[src/rtl/tetris_vga_pkg.sv]
// Shared definitions for the Tetris VGA path: board geometry, colours and pixel-slot mapping.
// Used by the pixel fetcher, the VGA output stage and the game logic.
package tetris_vga_pkg;

    localparam int unsigned BoardCols   = 10;
    localparam int unsigned BoardRows   = 20;
    localparam int unsigned CellSize    = 8;
    localparam int unsigned GroupPixels = 16;

    typedef logic [2:0] color_t;

    localparam color_t ColorBlack  = 3'b000;
    localparam color_t ColorBlue   = 3'b001;
    localparam color_t ColorGreen  = 3'b010;
    localparam color_t ColorRed    = 3'b100;
    localparam color_t ColorYellow = 3'b110;
    localparam color_t ColorWhite  = 3'b111;

    typedef enum logic [1:0] {StIdle, StRdA, StRdB, StCapB} fetch_state_e;

    // Bit position of pixel k inside a [0:47] pixel word; pixel 0 lives at [45:47].
    function automatic int unsigned pixel_slot(int unsigned k);
        return 45 - 3 * k;
    endfunction

endpackage

[src/rtl/tetris_word_pack.sv]
// Builds one 16-pixel word from the two cell colours of a group, applying
// empty-cell background and optional grid lines.
module tetris_word_pack
    import tetris_vga_pkg::*;
#(
    parameter bit     GRID_EN    = 1'b1,
    parameter color_t BG_COLOR   = ColorBlack,
    parameter color_t GRID_COLOR = ColorBlue
) (
    input  logic [2:0]  color_a,
    input  logic [2:0]  color_b,
    input  logic        grid_row,
    output logic [0:47] word
);

    color_t shown_a;
    color_t shown_b;

    assign shown_a = (color_a == ColorBlack) ? BG_COLOR : color_a;
    assign shown_b = (color_b == ColorBlack) ? BG_COLOR : color_b;

    for (genvar k = 0; k < GroupPixels; k++) begin : g_pixel
        localparam int unsigned Slot     = pixel_slot(k);
        localparam bit          CellEdge = (k % CellSize) == 0;
        localparam bit          IsCellA  = k < CellSize;

        assign word[Slot +: 3] = (GRID_EN && (CellEdge || grid_row)) ? GRID_COLOR :
                                 (IsCellA ? shown_a : shown_b);
    end

endmodule

[src/rtl/tetris_pixel_fetch.sv]
// Fetches board cells one group ahead of the VGA output stage and presents a stable
// 48-bit pixel word before its load point; also flags when the board RAM is being scanned.
module tetris_pixel_fetch
    import tetris_vga_pkg::*;
#(
    parameter int unsigned BOARD_G0   = 20,
    parameter int unsigned BOARD_V0   = 160,
    parameter color_t      BG_COLOR   = ColorBlack,
    parameter color_t      GRID_COLOR = ColorBlue,
    parameter bit          GRID_EN    = 1'b1
) (
    input  logic        clk,
    input  logic        rst,
    input  logic        enable,
    input  logic [0:10] hcnt,
    input  logic [0:9]  vcnt,
    output logic        ram_rd_en,
    output logic [7:0]  ram_addr,
    input  logic [2:0]  ram_rdata,
    output logic [0:47] pixels,
    output logic        board_busy
);

    localparam int unsigned BoardLines  = BoardRows * CellSize;
    localparam int unsigned BoardGroups = BoardCols / 2;
    localparam logic [9:0]  V0          = 10'(BOARD_V0);
    localparam logic [6:0]  G0          = 7'(BOARD_G0);

    fetch_state_e state_q, state_d;
    logic         ram_rd_en_d;
    logic [7:0]   ram_addr_d;
    logic [0:47]  next_word_q, next_word_d;
    color_t       color_a_q, color_a_d;
    logic         grid_row_q, grid_row_d;
    logic [0:47]  pixels_d;
    logic [0:47]  packed_word;

    logic [4:0] phase;
    logic [6:0] ng;
    logic [6:0] j;
    logic [9:0] voff;
    logic [4:0] row;
    logic       v_on;
    logic       g_on;
    logic [7:0] addr_a;

    // The fetch works on the group after the current one, so the word is ready before its load.
    assign phase  = hcnt[6:10];
    assign ng     = {1'b0, hcnt[0:5]} + 7'd1;
    assign j      = ng - G0;
    assign voff   = vcnt - V0;
    assign row    = voff[7:3];
    assign v_on   = (vcnt >= V0) && (voff < 10'(BoardLines));
    assign g_on   = (ng >= G0) && (j < 7'(BoardGroups));
    assign addr_a = {row, 3'b000} + {2'b00, row, 1'b0} + {3'b000, j[3:0], 1'b0};

    tetris_word_pack #(
        .GRID_EN   (GRID_EN),
        .BG_COLOR  (BG_COLOR),
        .GRID_COLOR(GRID_COLOR)
    ) u_word_pack (
        .color_a (color_a_q),
        .color_b (ram_rdata),
        .grid_row(grid_row_q),
        .word    (packed_word)
    );

    always_comb begin
        state_d     = state_q;
        ram_rd_en_d = 1'b0;
        ram_addr_d  = ram_addr;
        next_word_d = next_word_q;
        color_a_d   = color_a_q;
        grid_row_d  = grid_row_q;
        pixels_d    = pixels;

        unique case (state_q)
            StIdle: begin
                if (phase == 5'd0) begin
                    next_word_d = {GroupPixels{BG_COLOR}};
                    if (v_on && g_on) begin
                        ram_rd_en_d = 1'b1;
                        ram_addr_d  = addr_a;
                        grid_row_d  = (voff[2:0] == 3'd0);
                        state_d     = StRdA;
                    end
                end
            end
            StRdA: begin
                ram_rd_en_d = 1'b1;
                ram_addr_d  = ram_addr + 8'd1;
                state_d     = StRdB;
            end
            StRdB: begin
                color_a_d = ram_rdata;
                state_d   = StCapB;
            end
            StCapB: begin
                next_word_d = packed_word;
                state_d     = StIdle;
            end
        endcase

        // Unconditional commit: an off-board group still presents its background word.
        if (phase == 5'd28) begin
            pixels_d = next_word_q;
        end
    end

    always_ff @(posedge clk) begin
        if (rst || !enable) begin
            state_q     <= StIdle;
            ram_rd_en   <= 1'b0;
            ram_addr    <= '0;
            next_word_q <= '0;
            color_a_q   <= ColorBlack;
            grid_row_q  <= 1'b0;
            pixels      <= '0;
            board_busy  <= 1'b0;
        end else begin
            state_q     <= state_d;
            ram_rd_en   <= ram_rd_en_d;
            ram_addr    <= ram_addr_d;
            next_word_q <= next_word_d;
            color_a_q   <= color_a_d;
            grid_row_q  <= grid_row_d;
            pixels      <= pixels_d;
            board_busy  <= v_on;
        end
    end

endmodule
[config.mk]
export PLATFORM = sky130hd
export DESIGN_NAME = tetris_pixel_fetch
export DESIGN_NICKNAME = d
export VERILOG_FILES = /design/src/rtl/tetris_vga_pkg.sv /design/src/rtl/tetris_word_pack.sv /design/src/rtl/tetris_pixel_fetch.sv
export SDC_FILE = /design/constraint.sdc
export NUM_CORES = 1
export LEC_CHECK = 0
export CAP_MARGIN = 20
export CORE_MARGIN = 2
export CORE_UTILIZATION = 60
export CTS_CLUSTER_DIAMETER = 80
export DETAILED_ROUTE_END_ITERATION = 6
export PLACE_DENSITY = 0.89
export SLEW_MARGIN = 5
export SYNTH_ARGS = -nofsm -noshare
export SYNTH_HDL_FRONTEND = slang
export SYNTH_HIERARCHICAL = 1
export SYNTH_SLANG_ARGS = --single-unit
[constraint.sdc]
create_clock -name clk -period 8.7 [get_ports clk]
set_input_delay 0.87 -clock clk [delete_from_list [all_inputs] [get_ports clk]]
set_output_delay 0.87 -clock clk [all_outputs]
set_load 0.02 [all_outputs]
=== After elaboration in Yosys (flattened, before gate mapping) ===
Index checks and enable logic that the tools add are counted.
W data, S select, Z words.

* Output and inout bits: 58
* Bits in registers: 112
* Word-level logic and storage cells: 55

* Mux-type cells: 15
* Equal/unequal tests: 6
* $add $sub $neg: 6
* Magnitude comparators: 4
* Reductions and logical operators: 16

{| class="wikitable"
|+ Operators with widths
! operator !! count
|-
| $pmux W48 S2 || 1
|-
| $mux W48 || 1
|-
| $mux W8 || 2
|-
| $pmux W8 S2 || 1
|-
| $mux W3 || 4
|-
| $ge A10 B8 Y1 const B || 1
|-
| $lt A10 B8 Y1 const B || 1
|-
| $sub A10 B8 Y10 const B || 1
|-
| $logic_not A3 Y1 || 3
|-
| $add A8 B1 Y8 const B || 1
|-
| $add A8 B5 Y8 || 1
|-
| $add A8 B6 Y8 || 1
|-
| $pmux W2 S4 || 1
|-
| $add A6 B1 Y7 const B || 1
|-
| $ge A7 B5 Y1 const B || 1
|-
| $lt A7 B3 Y1 const B || 1
|-
| $sub A7 B5 Y7 const B || 1
|-
| $reduce_and A3 Y1 || 2
|-
| $eq A5 B5 Y1 const B || 1
|-
| $logic_not A5 Y1 || 1
|-
| $eq A2 B2 Y1 const B || 2
|-
| $mux W2 || 2
|-
| $ne A2 B2 Y1 const B || 2
|-
| $reduce_and A2 Y1 || 2
|-
| other kinds (8) || 12
|}

=== Longest topological paths before layout ===
* Depth after elaboration: 8
* Gate-level depth with buffers: 15

=== By module ===
Netlist, hierarchy kept.

{| class="wikitable"
|+ By module, submodules not included
! module !! cells an instance !! instances !! area an instance (µm²) !! seq. area each (µm²)
|-
| tetris_pixel_fetch || 546 || 1 || 4734.5 || 2242.2
|-
| tetris_word_pack || 50 || 1 || 360.3 || 0.0
|}

=== Worst setup path before layout ===
No wires, ideal clock.

* Path kind: input to register
* From: input port hcnt[5] in the netlist's numbering
* To: register ram_addr[7]
* Stages: 13
* Slack: 5.283 ns
* Arrival: 3.300 ns
* Required time: 8.583 ns
* Cell sequence: ha_1 > xnor2_1 > ha_1 > inv_1 > fa_1 > ha_1 > o21ai_0 > o21bai_1 > a21oi_1 > xnor2_1 > o22ai_1 > mux2i_1 > o21ai_1

* Word-level cells in the longest chain between the ends: 7
* Elaborated cells between the ends (all ways): 12
* Classes of those cells: 3 x add/sub; 2 x order compare; 1 x eq/ne; 3 x mux; 3 x reduce/logical

{| class="wikitable"
|+ RTL lines
! element !! line !! source
|-
| from (decl) || tetris_pixel_fetch.sv:15 || <nowiki>input logic [0:10] hcnt,</nowiki>
|-
| $add A6 B1 Y7 * || tetris_pixel_fetch.sv:49 || <nowiki>assign ng = {1'b0, hcnt[0:5]} + 7'd1;</nowiki>
|-
| parallel branches: the longest is 6 deep, another holds $add A8 B5 Y8 || -- ||
|-
| to (signal assigned) || tetris_pixel_fetch.sv:123 || <nowiki>ram_addr <= ram_addr_d;</nowiki>
|-
| to (decl) || tetris_pixel_fetch.sv:18 || <nowiki>output logic [7:0] ram_addr,</nowiki>
|}

Every way passes the cells marked *. The select of a mux whose other input is x is not followed.
A chain may end at the register's enable or synchronous reset.

=== Final worst setup path ===
Ends and elaborated chain as after synthesis.

==> summary.md <==
| Metric | Value |
|---|---|
| Critical Path RT | `about 9.0 ns` |
| Fin. Hold Viols | `0` |
| Port Buffers | `84` |
| CTS buffer count | `9` |
| Synth Instances | `596` |
| I/O pin count | `85` |
| Most used cell, CP | `ha_1` |
| Fill cell count | `638` |
| PostCTS Resize Cnt | `0` |
| Clk root buf | `clkbuf_8` |
| Die area | `0.00924 sq mm` |
| Routability cong. | `~0.86` |
| Synthesized flop and latch total | `112` |
| WP buf/inv | `2` |
| FF-to-FF setup slack | `6.47 ns` |
| Post-DP HPWL | `roughly 7100 um` |
| Worst relative slew slack | `0.405` |
| Global-route wire length before repair | `17200 um` |
| Post-synth cell types | `54` |
| Core region area | `roughly 0.0082 sq mm` |
| Worst Max-Slew Pin Slew | `0.892 ns` |
| # nets final | `666` |
| Crit-path max FO | `5` |
| Sequential cell area | `0.00224 sq mm` |
| Sw Share | `0.266` |
| Ys async rst share | `0` |
| Number of synthesized flops with an enable pin | `0` |
| Drt drc | `0` |
| Ys flop type | `dfxtp_1` |
| Layout Skew | `~0.018 ns` |
| Cell area after layout | `~0.0058 sq mm` |
| Worst-case clock buffer depth | `2` |
| Worst-path clk slew | `between 0.1 and 0.15 ns` |
| Slew Viols, Final | `0` |
| Synth Area per Inst | `roughly 8.5 sq um` |
| Highest-delay cell along the critical path | `clkdlybuf4s50_1` |
| Cell area after placement | `0.00562 sq mm` |
| Seq/Total Area, Yosys | `0.440` |
| RSZ-0062 raised after global routing | `false` |
| Iteration-0 DRC Markers | `163` |
| Avg Vias per Cell | `roughly 5.6` |
| Status | `complete, no violations` |
| Slowest Stage Delay on Critical Path | `0.47 ns` |
| ANT cells | `0` |
| Fmax | `0.260 GHz` |
| Setup Buffers After CTS | `0` |
| Commonest non-fill, non-tap cells in the layout | `dfxtp_1 (112), nand2_1 (111), clkdlybuf4s50_1 (84), nor2_1 (60), a21oi_1 (59)` |
| Critical path startpoint category | `input pin` |
| Multi-input gate area | `0.00234 sq mm` |
| Worst skew pair latency | `around 0.38 ns` |
| Vias in the first global route | `3792` |
| Crit path DAT | `4.11 ns` |
| Remaining Overflow, GRT | `0` |
| Fin Setup TNS | `0 ns` |
| H-Tree Level Count | `3` |
| DR vias | `4079` |
| Initial antenna violation count | `0` |
| Final setup vio count | `0` |
| Die Y | `96.2 um` |
| Setup CP Type | `in2reg` |
| Max Cap Violations | `0` |
| Share of layout cells above drive strength 1 | `0.0529` |
| Final WL | `10500 um` |
| Power, Total | `910 uW` |
| Initial DRT Pass Iterations | `4` |
| Kind of end point of the critical path | `register` |
| P per Cell Area | `156 mW/mm^2` |
| Clock power frac | `0.330` |
| Internal power | `668 uW` |
| Most common cell after layout, fill and taps aside | `dfxtp_1` |
| CTS tree | `yes` |
| Final ANT Viol Nets | `0` |
| Largest net degree at the start of global routing | `110` |
| Hold buffer count at CTS | `0` |
| Die width | `96.2 um` |
| Cell Chain, Critical Path | `clkdlybuf4s50_1, ha_1, xnor2_1, ha_1, inv_1, fa_1, ha_1, o21ai_0, o21bai_1, a21oi_1, xnor2_1, o22ai_1, mux2i_1, o21ai_1` |
| Share of power burned in registers | `0.563` |
| Total GRT Usage | `0.234` |
| Starting Density | `0.620` |
| Num rows | `33` |
| HP Class | `reg2reg` |
| Leak pwr | `1.97 nW` |
| Fin crit period | `3.84 ns` |
| Sw Pwr | `242 uW` |
| Final period util | `0.441` |
| Layout area overhead | `14.8%` |
| Cell area after synthesis | `0.00509 sq mm` |
| DR WL/cell | `14.4 um` |
| Maximum vdd ir drop | `0.000111 V` |
| Yosys warning total | `6` |
| CTS sink count | `approximately 110` |
| Comb power frac | `0.107` |
| Crit path max-delay family | `adder cells` |
per-stage QoR:
| stage | worst slack (ns) | utilization | hold slack [ns] | std cells |
|---|---|---|---|---|
| detailed placement | 4.45 | 0.684 | 0.446 | 712 |
| global route | 4.62 | 0.712 | 0.478 | 729 |
| global placement | 4.62 | 0.684 | 0.436 | 712 |
| CTS | 4.85 | 0.709 | 0.456 | 728 |
| floorplan | 5.28 | - | 0.430 | 600 |
| finish | 4.86 | 0.712 | 0.457 | 729 |
final cells by class:
class                   count  area share
well taps                 105      0.0225
flip-flops and latches    112       0.383
clock buffers               9      0.0212
inverters                  14     0.00898
multi-input cells         395       0.400
repair buffers             87       0.151
clock inverters             7      0.0128
registers in the layout (all words and copies together), names as in the netlist:
name	cells
color_a_q	3
grid_row_q	1
state_q	2
ram_rd_en	1
next_word_q	48
pixels	48
ram_addr	8
board_busy	1
synthesized netlist by cell type (2+ instances only):
| master | count | share of area |
|---|---|---|
| mux2i_1 | 10 | 0.020 |
| a21oi_1 | 59 | 0.058 |
| nand2_1 | 111 | 0.082 |
| fa_1 | 3 | 0.012 |
| o22ai_1 | 2 | 0.0025 |
| nand4_1 | 3 | 0.0037 |
| a211oi_1 | 3 | 0.0044 |
| xnor2_1 | 8 | 0.014 |
| or2_1 | 2 | 0.0025 |
| nor2b_1 | 5 | 0.0061 |
| a22oi_1 | 48 | 0.071 |
| conb_1 | 2 | 0.0015 |
| clkbuf_8 | 3 | 0.0081 |
| a21o_1 | 2 | 0.0029 |
| nand2b_1 | 3 | 0.0037 |
| buf_4 | 43 | 0.063 |
| o21a_1 | 2 | 0.0029 |
| nor3_1 | 4 | 0.0039 |
| clkbuf_1 | 30 | 0.022 |
| nand3_2 | 2 | 0.0039 |
| a211o_1 | 2 | 0.0034 |
| nor2_1 | 60 | 0.044 |
| dfxtp_1 | 112 | 0.44 |
| xor2_1 | 6 | 0.010 |
| o21ai_0 | 6 | 0.0059 |
| o21ai_1 | 2 | 0.0020 |
| ha_1 | 17 | 0.042 |
| nand3_1 | 6 | 0.0059 |
| inv_1 | 14 | 0.010 |
| o31ai_1 | 2 | 0.0029 |
path summary, 6_finish.rpt:
check,start,end,depth (start not counted)
worst min-delay path,next_word_q[47],pixels[47],2
worst min register to register,next_word_q[47],pixels[47],2
worst max register to register,state_q[0],next_word_q[12],6
worst max-delay path,hcnt[5],ram_addr[7],14
worst register-to-register path, cell delays in order (launching register included):
cell and delay, ns:
dfxtp_1 0.36, inv_1 0.10, ha_1 0.41, mux2i_4 0.57, buf_4 0.42, a22oi_1 0.18
nor2_1 0.14
power groups by stage:
stage / clock network, mW / logic [mW] / registers [mW]
final: 0.300 / 0.0975 / 0.513
after global routing: 0.323 / 0.107 / 0.513
after CTS: 0.304 / 0.0949 / 0.513
after detailed placement: 0 / 0.0944 / 0.524
after global placement: 0 / 0.0901 / 0.524
after floorplan: 0 / 0.0750 / 0.525
per-layer routing:
metal | vias to the layer above | share of wire | track usage
met3 | 16 | 0.052 | 0.0439
met4 | 0 | 0.014 | 0.0631
met5 | - | 0 | 0
li1 | 2016 | - | -
met2 | 114 | 0.49 | 0.397
met1 | 1933 | 0.45 | 0.304
logic make-up after synthesis:
| group | synth area share |
|---|---|
| XOR/XNOR | 0.0241 |
| other | 0.00147 |
| buffers and inverters | 0.108 |
| adder cells (fa/ha/maj) | 0.0535 |
| multiplexers | 0.0196 |
| AO/OA/AOI/OAI | 0.182 |
| flip-flops | 0.440 |
| AND/OR/NAND/NOR | 0.172 |
No activity file was read; power rests on OpenSTA's default activity.
